<file path="src/rtl/radar_sim_pkg.sv">
// Shared radar-simulation constants and helpers used by the azimuth generator and capture blocks.
package radar_sim_pkg;

  localparam int DEF_WORD = 32;
  localparam int DEF_SIZE = 3200;

  typedef enum logic {
    ST_IDLE    = 1'b0,
    ST_CAPTURE = 1'b1
  } cap_state_t;

  // Bits needed to hold the values 0..value-1, never less than one.
  function automatic int clogb2(input int value);
    int v;
    int w;
    v = value - 1;
    w = 0;
    while (v > 0) begin
      w = w + 1;
      v = v >> 1;
    end
    return (w < 1) ? 1 : w;
  endfunction

endpackage

</file>
<file path="src/rtl/capture_word_fifo.sv">
// Synchronous first-word-fall-through FIFO; head is visible the cycle after the push edge.
// Push into a full FIFO is accepted only when a pop happens in the same cycle; output reads 0 while empty.
module capture_word_fifo
  import radar_sim_pkg::*;
#(
  parameter int DW    = 33,
  parameter int DEPTH = 4
) (
  input  logic          i_clk,
  input  logic          i_rst,
  input  logic          i_flush,
  input  logic          i_push,
  input  logic [DW-1:0] i_push_dat,
  input  logic          i_pop,
  output logic [DW-1:0] o_dat,
  output logic          o_full,
  output logic          o_empty
);

  localparam int AW = clogb2(DEPTH);

  logic [DW-1:0] r_mem [DEPTH];
  logic [AW:0]   r_wptr;
  logic [AW:0]   r_rptr;
  logic          w_do_push;
  logic          w_do_pop;

  assign o_empty   = (r_wptr == r_rptr);
  assign o_full    = (r_wptr[AW-1:0] == r_rptr[AW-1:0]) && (r_wptr[AW] != r_rptr[AW]);
  assign w_do_pop  = i_pop && !o_empty;
  assign w_do_push = i_push && (!o_full || w_do_pop);

  always_ff @(posedge i_clk or posedge i_rst) begin
    if (i_rst) begin
      r_wptr <= '0;
      r_rptr <= '0;
    end else if (i_flush) begin
      r_wptr <= '0;
      r_rptr <= '0;
    end else begin
      if (w_do_push) r_wptr <= r_wptr + 1'b1;
      if (w_do_pop)  r_rptr <= r_rptr + 1'b1;
    end
  end

  always_ff @(posedge i_clk) begin
    if (w_do_push && !i_flush) r_mem[r_wptr[AW-1:0]] <= i_push_dat;
  end

  // Gating with empty keeps the stream outputs at zero after reset or flush.
  assign o_dat = o_empty ? '0 : r_mem[r_rptr[AW-1:0]];

endmodule

</file>
<file path="src/rtl/azimuth_signal_capture.sv">
// Samples SIG_IN on each CLK_PE after TRIG and packs a SIZE-cell sweep into WORD-bit stream words, LSB = lowest cell.
// A word reaches M_TVALID one cycle after its completing CLK_PE; a full FIFO drops the word and sets OVERRUN.
module azimuth_signal_capture
  import radar_sim_pkg::*;
#(
  parameter int SIZE       = DEF_SIZE,
  parameter int WORD       = DEF_WORD,
  parameter int FIFO_DEPTH = 4
) (
  input  logic            SYS_CLK,
  input  logic            RST,
  input  logic            EN,
  input  logic            TRIG,
  input  logic            CLK_PE,
  input  logic            SIG_IN,
  output logic [WORD-1:0] M_TDATA,
  output logic            M_TVALID,
  input  logic            M_TREADY,
  output logic            M_TLAST,
  output logic            BUSY,
  output logic            OVERRUN,
  output logic            ABORTED
);

  localparam int NW  = (SIZE + WORD - 1) / WORD;
  localparam int CW  = clogb2(SIZE);
  localparam int NWW = clogb2(NW);
  localparam int BW  = clogb2(WORD);

  cap_state_t      r_state;
  cap_state_t      w_state_nxt;
  logic [CW-1:0]   r_k;
  logic [BW-1:0]   r_bit;
  logic [NWW-1:0]  r_widx;
  logic [WORD-1:0] r_shift;
  logic            r_overrun;
  logic            r_aborted;

  logic            w_start;
  logic            w_abort;
  logic            w_sample;
  logic            w_last_cell;
  logic            w_word_done;
  logic            w_word_last;
  logic [WORD-1:0] w_word;
  logic            w_pop;
  logic            w_push;
  logic            w_drop;
  logic            w_flush;
  logic            w_full;
  logic            w_empty;
  logic [WORD:0]   w_fifo_dat;

  assign w_start     = (r_state == ST_IDLE) && EN && TRIG;
  assign w_abort     = (r_state == ST_CAPTURE) && EN && TRIG;
  assign w_sample    = (r_state == ST_CAPTURE) && EN && CLK_PE && !TRIG;
  assign w_last_cell = (r_k == CW'(SIZE - 1));
  assign w_word_done = w_sample && ((r_bit == BW'(WORD - 1)) || w_last_cell);
  assign w_word_last = (r_widx == NWW'(NW - 1));

  always_comb begin
    w_word        = r_shift;
    w_word[r_bit] = SIG_IN;
  end

  assign w_pop   = M_TVALID && M_TREADY;
  assign w_push  = w_word_done && (!w_full || w_pop);
  assign w_drop  = w_word_done && w_full && !w_pop;
  assign w_flush = !EN || w_abort;

  always_ff @(posedge SYS_CLK or posedge RST) begin
    if (RST) r_state <= ST_IDLE;
    else     r_state <= w_state_nxt;
  end

  always_comb begin
    w_state_nxt = r_state;
    case (r_state)
      ST_IDLE: begin
        if (EN && TRIG) w_state_nxt = ST_CAPTURE;
      end
      ST_CAPTURE: begin
        if (!EN)                           w_state_nxt = ST_IDLE;
        else if (TRIG)                     w_state_nxt = ST_CAPTURE;
        else if (w_sample && w_last_cell)  w_state_nxt = ST_IDLE;
      end
    endcase
  end

  always_ff @(posedge SYS_CLK or posedge RST) begin
    if (RST) begin
      r_k       <= '0;
      r_bit     <= '0;
      r_widx    <= '0;
      r_shift   <= '0;
      r_overrun <= 1'b0;
      r_aborted <= 1'b0;
    end else begin
      r_aborted <= w_abort;
      if (w_start || w_abort) begin
        r_k     <= '0;
        r_bit   <= '0;
        r_widx  <= '0;
        r_shift <= '0;
      end else if (w_sample) begin
        r_k <= w_last_cell ? '0 : r_k + 1'b1;
        if (w_word_done) begin
          // Cleared shift word guarantees zero padding above the last cell.
          r_shift <= '0;
          r_bit   <= '0;
          r_widx  <= w_word_last ? '0 : r_widx + 1'b1;
        end else begin
          r_shift <= w_word;
          r_bit   <= r_bit + 1'b1;
        end
      end
      if (w_start || w_abort) r_overrun <= 1'b0;
      else if (w_drop)        r_overrun <= 1'b1;
    end
  end

  capture_word_fifo #(
    .DW    (WORD + 1),
    .DEPTH (FIFO_DEPTH)
  ) u_fifo (
    .i_clk      (SYS_CLK),
    .i_rst      (RST),
    .i_flush    (w_flush),
    .i_push     (w_push),
    .i_push_dat ({w_word_last, w_word}),
    .i_pop      (w_pop),
    .o_dat      (w_fifo_dat),
    .o_full     (w_full),
    .o_empty    (w_empty)
  );

  assign M_TVALID = !w_empty;
  assign M_TDATA  = w_fifo_dat[WORD-1:0];
  assign M_TLAST  = w_fifo_dat[WORD];
  assign BUSY     = (r_state == ST_CAPTURE);
  assign OVERRUN  = r_overrun;
  assign ABORTED  = r_aborted;

endmodule

</file>
<file path="config.mk">
export PLATFORM = sky130hd
export DESIGN_NAME = azimuth_signal_capture
export DESIGN_NICKNAME = d
export VERILOG_FILES = /design/src/rtl/radar_sim_pkg.sv /design/src/rtl/capture_word_fifo.sv /design/src/rtl/azimuth_signal_capture.sv
export SDC_FILE = /design/constraint.sdc
export NUM_CORES = 1
export LEC_CHECK = 0
export CORE_ASPECT_RATIO = 0.6
export CORE_MARGIN = 1.5
export CORE_UTILIZATION = 60
export DETAILED_ROUTE_END_ITERATION = 16
export PLACE_DENSITY_LB_ADDON = 0.08
export SLEW_MARGIN = 20
export SYNTH_ARGS = -nofsm -noshare
export SYNTH_HDL_FRONTEND = slang
export SYNTH_SLANG_ARGS = --single-unit
</file>
<file path="constraint.sdc">
create_clock -name SYS_CLK -period 3.5 [get_ports SYS_CLK]
set_input_delay 1.05 -clock SYS_CLK [delete_from_list [all_inputs] [get_ports SYS_CLK]]
set_output_delay 1.05 -clock SYS_CLK [all_outputs]
set_load 0.03 [all_outputs]
</file>
==> results.json <==
{
  "max-cap-violations": 0,
  "post_cts_buffers": 0,
  "cts.htree.levels": 4,
  "post-dp-hpwl_um": 10900,
  "grt.overflow.total": 0,
  "min_period_over_period": 0.961,
  "ir_drop_uv": 413,
  "synth_cell_types": 61,
  "start_util": 0.611,
  "clockRootBuffer": "clkbuf_16",
  "wirelength_um": 17700,
  "hp-class": "reg2reg",
  "required_ps": 2450,
  "synth_common_cells": "edfxtp_1, dfrtp_1, nand2_1",
  "crit_family": "buffers and inverters",
  "finalCriticalPeriod_ps": 3360,
  "final_antenna_net_count": 0,
  "crit_chain": "xor2_1 -> nor3_2 -> buf_6 -> inv_1 -> clkdlybuf4s50_1",
  "synth_top_area_frac": 0.450,
  "fin_skew_ps": 8.30,
  "synth-edff-count": 132,
  "path_clk_slew_ps": 70,
  "first_pass_iters": 5,
  "synth.net_count": 593,
  "yosys_warnings": 0,
  "yosys.area.top_type": "edfxtp_1",
  "hold_viol_final": 0,
  "maxSlewViolCount": 0,
  "postLayoutCoreUtil": 0.694,
  "worst_slew_pin_slew_ps": 608,
  "powerDensity_nw_per_um2": 453,
  "status": "completed",
  "start_kind": "flip-flop",
  "grt_pass1_wl_um": 28900,
  "tritoncts": "yes",
  "ctsLongestPathBuffers": 2,
  "fp.dieW_um": 160,
  "finalPower_mw": 4.53,
  "worstSetupEndpointType": "output port",
  "hold_slack_ps": 490,
  "cts.sinks": 197,
  "die_y_um": 96.9,
  "gp_congestion": 0.892,
  "setup_viol": 0,
  "relSlewSlack": 0.593,
  "cts-buffers-inserted": 17,
  "synthFlopType": "edfxtp_1",
  "syn_area_per_cell_um2": 15.4,
  "ys_ff_latch": 197,
  "dieArea_um2": 15500,
  "via_per_inst": 6.29,
  "vias": 5174,
  "holdBufCountCts": 0,
  "p_leak_nw": 3.90,
  "wire_per_inst_um": 21.5,
  "critPathMaxFanout": 29,
  "grt.total_usage": 0.249,
  "critical_path_class": "reg2out",
  "finalSetupTns_ps": 0,
  "rsz0062_at_grt": "false",
  "ys_seq_area_frac": 0.634,
  "crit_slowest_cell": "clkdlybuf4s50_1",
  "portBuffers": 43,
  "io_pins": 44,
  "first_global_vias": 5053,
  "max_freq_mhz": 297,
  "floorplan.rows": 34,
  "syn_inst": 574,
  "fin_nets": 631,
  "insertion_delay_ps": 430,
  "crit_arrival_ps": 2310,
  "antenna_found_initial": 0,
  "async_flop_share": 0.330,
  "drc": 0,
  "core_um2": 14400,
  "synth_area_leaders": "edfxtp_1, dfrtp_1, mux4_2, mux2_2, a32o_1",
  "drive_gt1_frac": 0.211,
  "netlist_area_um2": 8820,
  "antenna_cells": 0,
  "max_stage_delay_ps": 650,
  "drt_iter0_markers": 480,
  "grt_max_degree": 66,
  "yosysMostFrequentCell": "edfxtp_1",
  "crit_buf_inv": 3,
  "n_fill_cell": 965,
  "syn_to_final_growth_pct": 13.5
}
==> layout by cell type, fill, tap and decap left out, types with 10 or more instances in the layout <==
master,n
ha_1,12
mux2_2,31
inv_1,11
nand4_1,13
o21ai_0,11
a32o_1,33
dlygate4sd2_1,27
and2b_1,15
mux4_2,33
nor2_1,12
clkbuf_16,17
xor2_1,12
dfrtp_1,64
buf_4,14
nand3_1,13
clkdlybuf4s50_1,10
edfxtp_1,132
nand2_1,48
nor2b_1,18
==> state kept, by name, summed over array words and instances (netlist names) <==
| name | flops |
|---|---|
| u_fifo.r_wptr | 3 |
| BUSY | 1 |
| r_widx | 7 |
| r_k | 12 |
| u_fifo.r_rptr | 3 |
| r_shift | 32 |
| OVERRUN | 1 |
| u_fifo.r_mem | 132 |
| ABORTED | 1 |
| r_bit | 5 |
==> worst paths after layout <==
check,startpoint,endpoint,slack (ps),cells after the start
setup / recovery,u_fifo.r_wptr[1],M_TVALID,140,5
min in group asynchronous,RST,r_k[3],1000,3
hold reg to reg,r_shift[9],r_shift[9],490,1
max in group asynchronous,RST,u_fifo.r_rptr[0],2190,3
hold / removal,r_shift[9],r_shift[9],490,1
setup reg to reg,r_bit[0],u_fifo.r_mem[0][29],750,7
==> through the flow <==
step	cells	instance area (um2)	worst slack (ps)
2_1_floorplan	574	8820	468
3_3_place_gp	791	9450	403
3_5_place_dp	791	9450	386
4_1_cts	823	10000	156
5_1_grt	823	10000	31.6
6_report	823	10000	136
==> report_power, final <==
part           switching, mW  leakage (nW)  internal (mW)
Clock                  0.907         0.284           1.02
Combinational         0.0857          1.49         0.0349
Sequential           0.00933          2.13           2.47
==> area by class of cell <==
class                   count  area (um2)  area share
flip-flops and latches    197        5590       0.559
multi-input cells         326        2960       0.296
repair buffers             58         573      0.0573
clock buffers              18         429      0.0429
well taps                 198         248      0.0248
clock inverters            14         161      0.0161
inverters                  12        45.0     0.00450
==> per-layer routing <==
metal,vias to the layer above,wire (um),GRT usage
met4,0,161,0.0798
met3,14,1130,0.0437
met1,2653,8590,0.391
li1,2301,-,-
met5,-,0,0
met2,206,7850,0.357
==> cell families (layout without fill, tap and decap cells) <==
group                    Yosys count  count (layout)  synth area share
AO/OA/AOI/OAI                     70              70            0.0694
XOR/XNOR                          13              13            0.0129
adder cells (fa/ha/maj)           12              12            0.0170
buffers and inverters             51             102            0.0311
flip-flops                       197             197             0.634
multiplexers                      69              69             0.130
AND/OR/NAND/NOR                  162             162             0.106
==> repair_timing <==
item,CTS,global route
gates resized for setup,28,0
setup endpoints to repair,27,0
hold endpoints to repair,0,0
(Power assumes the default switching activity.)
